**src/rtl/mdu_pkg.sv**
```systemverilog
// mdu_pkg: opcode encodings, issue FSM states and default latencies shared with the MDU
package mdu_pkg;
  localparam logic [5:0] OP_NONE  = 6'd0;
  localparam logic [5:0] OP_MULT  = 6'd1;
  localparam logic [5:0] OP_MULTU = 6'd2;
  localparam logic [5:0] OP_DIV   = 6'd3;
  localparam logic [5:0] OP_DIVU  = 6'd4;
  localparam logic [5:0] OP_MTHI  = 6'd5;
  localparam logic [5:0] OP_MTLO  = 6'd6;
  localparam logic [5:0] OP_MFHI  = 6'd7;
  localparam logic [5:0] OP_MFLO  = 6'd8;
  localparam int MULT_CYCLES_DEF = 5;
  localparam int DIV_CYCLES_DEF  = 10;
  typedef enum logic [1:0] {IDLE, ISSUE, RUN} mdu_state_t;
endpackage

```
**src/rtl/mdu_issue_ctrl.sv**
```systemverilog
// mdu_issue_ctrl: accepts E-stage MDU ops, issues a start pulse and tracks MDU occupancy
module mdu_issue_ctrl
  import mdu_pkg::*;
#(
  parameter int MULT_CYCLES = MULT_CYCLES_DEF,
  parameter int DIV_CYCLES  = DIV_CYCLES_DEF
) (
  input  logic        clk,
  input  logic        reset,
  input  logic        req_valid,
  input  logic [5:0]  req_op,
  input  logic [31:0] req_a,
  input  logic [31:0] req_b,
  input  logic        flush,
  output logic        mdu_start,
  output logic [5:0]  mdu_op,
  output logic [31:0] mdu_num1,
  output logic [31:0] mdu_num2,
  output logic        busy,
  output logic        stall,
  output logic        done
);
  localparam int MAXC = (MULT_CYCLES > DIV_CYCLES) ? MULT_CYCLES : DIV_CYCLES;
  localparam int CW   = (MAXC > 1) ? $clog2(MAXC) : 1;
  mdu_state_t state, state_n;
  logic [CW-1:0] cnt, cnt_n;
  logic accept, mul_op, div_op;
  assign accept    = (state == IDLE) && req_valid && !flush && req_op >= OP_MULT && req_op <= OP_MTLO;
  assign mul_op    = mdu_op == OP_MULT || mdu_op == OP_MULTU;
  assign div_op    = mdu_op == OP_DIV || mdu_op == OP_DIVU;
  assign busy      = state != IDLE;
  assign mdu_start = state == ISSUE;
  assign done      = (state == RUN) && (cnt == '0);
  // mf ops only stall; flush deliberately does not gate the stall
  assign stall     = req_valid && req_op >= OP_MULT && req_op <= OP_MFLO && busy;
  always_comb begin
    state_n = state;
    cnt_n   = cnt;
    if (state == IDLE) state_n = accept ? ISSUE : IDLE;
    else if (state == ISSUE) begin
      state_n = (mul_op || div_op) ? RUN : IDLE;
      cnt_n   = mul_op ? CW'(MULT_CYCLES - 1) : div_op ? CW'(DIV_CYCLES - 1) : '0;
    end else if (state == RUN) begin
      state_n = (cnt == '0) ? IDLE : RUN;
      cnt_n   = (cnt == '0) ? '0 : cnt - 1'b1;
    end else state_n = IDLE;
  end
  always_ff @(posedge clk or posedge reset) begin
    if (reset) begin
      state    <= IDLE;
      cnt      <= '0;
      mdu_op   <= OP_NONE;
      mdu_num1 <= '0;
      mdu_num2 <= '0;
    end else begin
      state <= state_n;
      cnt   <= cnt_n;
      if (accept) begin
        mdu_op   <= req_op;
        mdu_num1 <= req_a;
        mdu_num2 <= req_b;
      end
    end
  end
endmodule

```
**config.mk**
```make
export PLATFORM = sky130hd
export DESIGN_NAME = mdu_issue_ctrl
export DESIGN_NICKNAME = d
export VERILOG_FILES = /design/src/rtl/mdu_pkg.sv /design/src/rtl/mdu_issue_ctrl.sv
export SDC_FILE = /design/constraint.sdc
export NUM_CORES = 1
export LEC_CHECK = 0
export ABC_CLOCK_PERIOD_IN_PS = 6600
export CELL_PAD_IN_SITES_DETAIL_PLACEMENT = 1
export CELL_PAD_IN_SITES_GLOBAL_PLACEMENT = 1
export CORE_MARGIN = 3
export CORE_UTILIZATION = 37
export CTS_BUF_LIST = sky130_fd_sc_hd__clkbuf_4
export DETAILED_ROUTE_END_ITERATION = 10
export GPL_TIMING_DRIVEN = 0
export PLACE_DENSITY_LB_ADDON = 0.2
export SLEW_MARGIN = 20
export SYNTH_ARGS = -nofsm -noshare
export SYNTH_HDL_FRONTEND = slang
export SYNTH_SLANG_ARGS = --single-unit
```
**constraint.sdc**
```tcl
create_clock -name clk -period 6.6 [get_ports clk]
set_clock_uncertainty 0.2 [all_clocks]
set_input_delay 1.32 -clock clk [delete_from_list [all_inputs] [get_ports clk]]
set_output_delay 1.32 -clock clk [all_outputs]
set_load 0.05 [all_outputs]
```
==> impl_metrics.prom <==
# TYPE chip_impl_metric gauge
chip_impl_metric{name="pin_count_of_the_biggest_net_entering_global_routing",unit=""} 40
chip_impl_metric{name="synth_top_area_share",unit="%"} 56.2
chip_impl_metric{name="share_comb_of_total_power",unit="%"} 46.1
chip_impl_metric{name="postRouteAntennaNets",unit=""} 0
chip_impl_metric{name="max_freq",unit="GHz"} 0.214
chip_impl_info{name="run_status",value="finished clean"} 1
chip_impl_metric{name="cts_made_buffers",unit=""} 9
chip_impl_metric{name="power.clock.fraction",unit="%"} 17.9
chip_impl_metric{name="cts_hold_buffers",unit=""} 0
chip_impl_info{name="rsz_0062_raised_after_global_routing",value="no"} 1
chip_impl_metric{name="tritoncts_num_sinks",unit=""} 76
chip_impl_metric{name="final.min_clock_period",unit="ps"} 4680
chip_impl_metric{name="timing.reg2reg.worst_path_depth",unit=""} 7
chip_impl_metric{name="drv_cap",unit=""} 0
chip_impl_metric{name="number_of_non_filler_instances_in_the_completed_layout",unit=""} 472
chip_impl_metric{name="hold_viol",unit=""} 0
chip_impl_metric{name="groute.usage.overall",unit="%"} 16.1
chip_impl_metric{name="floorplan.initialDensity",unit="%"} 38.4
chip_impl_metric{name="seqPwrFrac",unit="%"} 36.0
chip_impl_metric{name="grt_overflow",unit=""} 0
chip_impl_metric{name="yosysSeqAreaShare",unit="%"} 56.2
chip_impl_info{name="timing.critical_path.from_type",value="input pin"} 1
chip_impl_metric{name="required",unit="ps"} 5080
chip_impl_metric{name="post_synth_edffs",unit=""} 0
chip_impl_metric{name="synth.yosys.warnings",unit=""} 0
chip_impl_metric{name="tightestPinTransition",unit="ps"} 545
chip_impl_metric{name="ctsResizeCount",unit=""} 0
chip_impl_metric{name="diodes",unit=""} 0
chip_impl_metric{name="drive_gt1_share",unit="%"} 25.8
chip_impl_metric{name="routabilityCongestion",unit=""} 0.773
chip_impl_metric{name="internal_pwr_total",unit="mW"} 1.06
chip_impl_metric{name="finalWirelength",unit="mm"} 8.23
chip_impl_metric{name="count_of_final_max_slew_check_failures",unit=""} 0
chip_impl_metric{name="clk_pin_slew_worst_paths",unit="ps"} 110
chip_impl_metric{name="fin_setup_tns",unit="ps"} 0
chip_impl_metric{name="core",unit="um^2"} 8810
chip_impl_metric{name="floorplan.die.height",unit="um"} 102
chip_impl_info{name="dominantRegCellSynth",value="sky130_fd_sc_hd__dfrtp_1"} 1
chip_impl_metric{name="vias_per_cell",unit=""} 4.72
chip_impl_metric{name="synthDistinctLibCells",unit=""} 33
chip_impl_metric{name="final_design_area_no_fill",unit="um^2"} 5160
chip_impl_metric{name="cts_setup_buffers",unit=""} 0
chip_impl_metric{name="post-route-util",unit="%"} 58.6
chip_impl_metric{name="worstSkewPairLatency",unit="ps"} 390
chip_impl_metric{name="global_route_wire_length_before_repair",unit="mm"} 12.8
chip_impl_info{name="path_class",value="input pin to output pin"} 1
chip_impl_metric{name="post_dp_cell_area",unit="um^2"} 5010
chip_impl_metric{name="vias",unit=""} 2230
chip_impl_metric{name="detailedRoute.firstIterationViolations",unit=""} 40
chip_impl_metric{name="worst_hold_slack",unit="ps"} 316
chip_impl_metric{name="worst-path-max-fanout",unit=""} 2
chip_impl_metric{name="fp.dieW",unit="um"} 102
chip_impl_metric{name="syn-cell-area",unit="um^2"} 3380
chip_impl_metric{name="synth_nets",unit=""} 279
chip_impl_metric{name="worst_supply_voltage_drop_on_vdd",unit="V"} 0.000168
chip_impl_info{name="crit_path_end_kind",value="output pin"} 1
chip_impl_info{name="hold_class",value="register to register"} 1
chip_impl_metric{name="max-clock-path-buffers",unit=""} 2
chip_impl_metric{name="post-dp-hpwl",unit="mm"} 6.16
chip_impl_metric{name="area_delta_synth_final",unit="%"} 52.7
chip_impl_metric{name="cts_max_level",unit=""} 3
chip_impl_metric{name="power.net_switching",unit="mW"} 0.686
chip_impl_metric{name="fp-row-count",unit=""} 34
chip_impl_metric{name="dieArea",unit="um^2"} 10300
chip_impl_metric{name="i_o_pin_cnt",unit=""} 148
chip_impl_metric{name="holdPathStages",unit=""} 1
chip_impl_metric{name="slew_headroom",unit="%"} 63.6
chip_impl_metric{name="grt_antenna_before_repair",unit=""} 0
chip_impl_metric{name="drt_drc_violations_left",unit=""} 0
chip_impl_metric{name="detailedRoute.firstPassIterationCount",unit=""} 4
chip_impl_metric{name="async_reset_ff_share",unit="%"} 100
chip_impl_metric{name="synth_area_per_cell",unit="um^2"} 16.8
chip_impl_metric{name="port_buf_inserts",unit=""} 147
chip_impl_metric{name="yosys_register_bits",unit=""} 76
chip_impl_info{name="tritoncts",value="built"} 1
chip_impl_metric{name="p_leak",unit="nW"} 2.45
chip_impl_info{name="cell_types_with_the_highest_counts_after_synthesis",value="sky130_fd_sc_hd__dfrtp_1, sky130_fd_sc_hd__mux2_4, sky130_fd_sc_hd__inv_1"} 1
chip_impl_metric{name="setup_viol_count_final",unit=""} 0
chip_impl_metric{name="crit_arrival",unit="ps"} 3160
chip_impl_metric{name="first_global_vias",unit=""} 2390
chip_impl_info{name="dominant_cell_type_by_area_after_synthesis",value="sky130_fd_sc_hd__dfrtp_1"} 1
chip_impl_metric{name="final.period_utilization",unit="%"} 70.9
chip_impl_metric{name="routed_wire_length_per_instance",unit="um"} 17.4
chip_impl_metric{name="placed_cells",unit=""} 457
chip_impl_info{name="ranking_of_synthesized_cells_by_area",value="sky130_fd_sc_hd__dfrtp_1, sky130_fd_sc_hd__mux2_4, sky130_fd_sc_hd__buf_12, sky130_fd_sc_hd__ha_1, sky130_fd_sc_hd__inv_1"} 1
chip_impl_info{name="clockRootBuffer",value="sky130_fd_sc_hd__clkbuf_4"} 1
chip_impl_metric{name="swShare",unit="%"} 39.3
chip_impl_metric{name="power.density",unit="nW/um^2"} 338
chip_impl_metric{name="fin_nets",unit=""} 438
chip_impl_info{name="synthMostInstantiatedCell",value="sky130_fd_sc_hd__dfrtp_1"} 1
chip_impl_metric{name="post_synthesis_instance_total",unit=""} 201
area by class of cell:
class                      count  area, um^2
fill                         845        3640
timing repair buffer         148        1490
inverter                       9        36.3
multi-input combinational    107        1300
tap                          108         135
clock buffer                  10        75.1
buffer                         9         146
sequential                    76        1900
clock inverter                 5        77.6
path summary, 6_finish.rpt:
kind / from / end / slack, ps
worst max-delay path: req_valid / stall / 1920
min in group asynchronous: reset / mdu_num2[13] / 1110
max in group asynchronous: reset / mdu_num1[16] / 4500
worst min register to register: mdu_num2[15] / mdu_num2[15] / 320
worst max register to register: state[0] / mdu_num2[30] / 4140
worst min-delay path: mdu_num2[15] / mdu_num2[15] / 320
power by group through the flow:
stage	clock network, mW	registers (mW)	logic (mW)
CTS	0.328	0.630	0.815
finish	0.313	0.629	0.806
global route	0.343	0.643	0.838
detailed placement	0	0.637	0.813
floorplan	0	0.985	0.171
global placement	0	0.632	0.800
flip-flops by register name, summed over array words and instances (netlist names):
register / count
cnt: 4
mdu_num2: 32
mdu_num1: 32
mdu_op: 6
state: 2
worst max-delay path, cell delays in order:
cell,delay [ps]
sky130_fd_sc_hd__clkdlybuf4s50_1,450
sky130_fd_sc_hd__or3b_1,360
sky130_fd_sc_hd__nor3_1,190
sky130_fd_sc_hd__clkdlybuf4s50_1,840
metal layers:
metal	vias to the layer above	wire (um)	global-route usage, %
met5	-	0	0
li1	1021	-	-
met4	0	85	5.52
met2	107	3710	23.9
met1	1093	3620	21.9
met3	9	810	5.51
cells by family (layout without fill, tap and decap cells):
logic type                 Yosys count  after routing  synth area share [%]
adders and majority gates            4              4                  1.48
DFF                                 76             76                  56.2
and+or+nand+nor                     23             23                  4.48
muxes                               67             67                  29.6
AOI/OAI and AO/OA                   11             11                  2.33
buffers and inverters               18            181                  5.33
xor gates and xnor gates             2              2                 0.518
through the flow:
step	power, mW	worst slack (ps)
floorplan	1.16	2290
global placement	1.43	1820
detailed placement	1.45	1940
CTS	1.77	1920
global route	1.82	1750
finish	1.75	1920
cells in the final DEF, fill, tap and decap left out, types with 2 or more instances in the layout:
cell type,netlist,final
sky130_fd_sc_hd__mux2_4,66,66
sky130_fd_sc_hd__o221ai_1,2,2
sky130_fd_sc_hd__and2_1,4,4
sky130_fd_sc_hd__a21oi_1,2,2
sky130_fd_sc_hd__nor3_1,3,3
sky130_fd_sc_hd__clkinv_2,0,2
sky130_fd_sc_hd__inv_1,9,8
sky130_fd_sc_hd__o21ai_0,2,2
sky130_fd_sc_hd__buf_12,6,7
sky130_fd_sc_hd__ha_1,4,4
sky130_fd_sc_hd__or3b_1,2,2
sky130_fd_sc_hd__nand4_1,2,2
sky130_fd_sc_hd__nor3b_1,2,2
sky130_fd_sc_hd__dfrtp_1,76,76
sky130_fd_sc_hd__clkdlybuf4s50_1,0,147
sky130_fd_sc_hd__buf_6,2,2
sky130_fd_sc_hd__clkbuf_4,0,10
sky130_fd_sc_hd__bufinv_16,0,2
No activity file was read; power rests on OpenSTA's default activity.
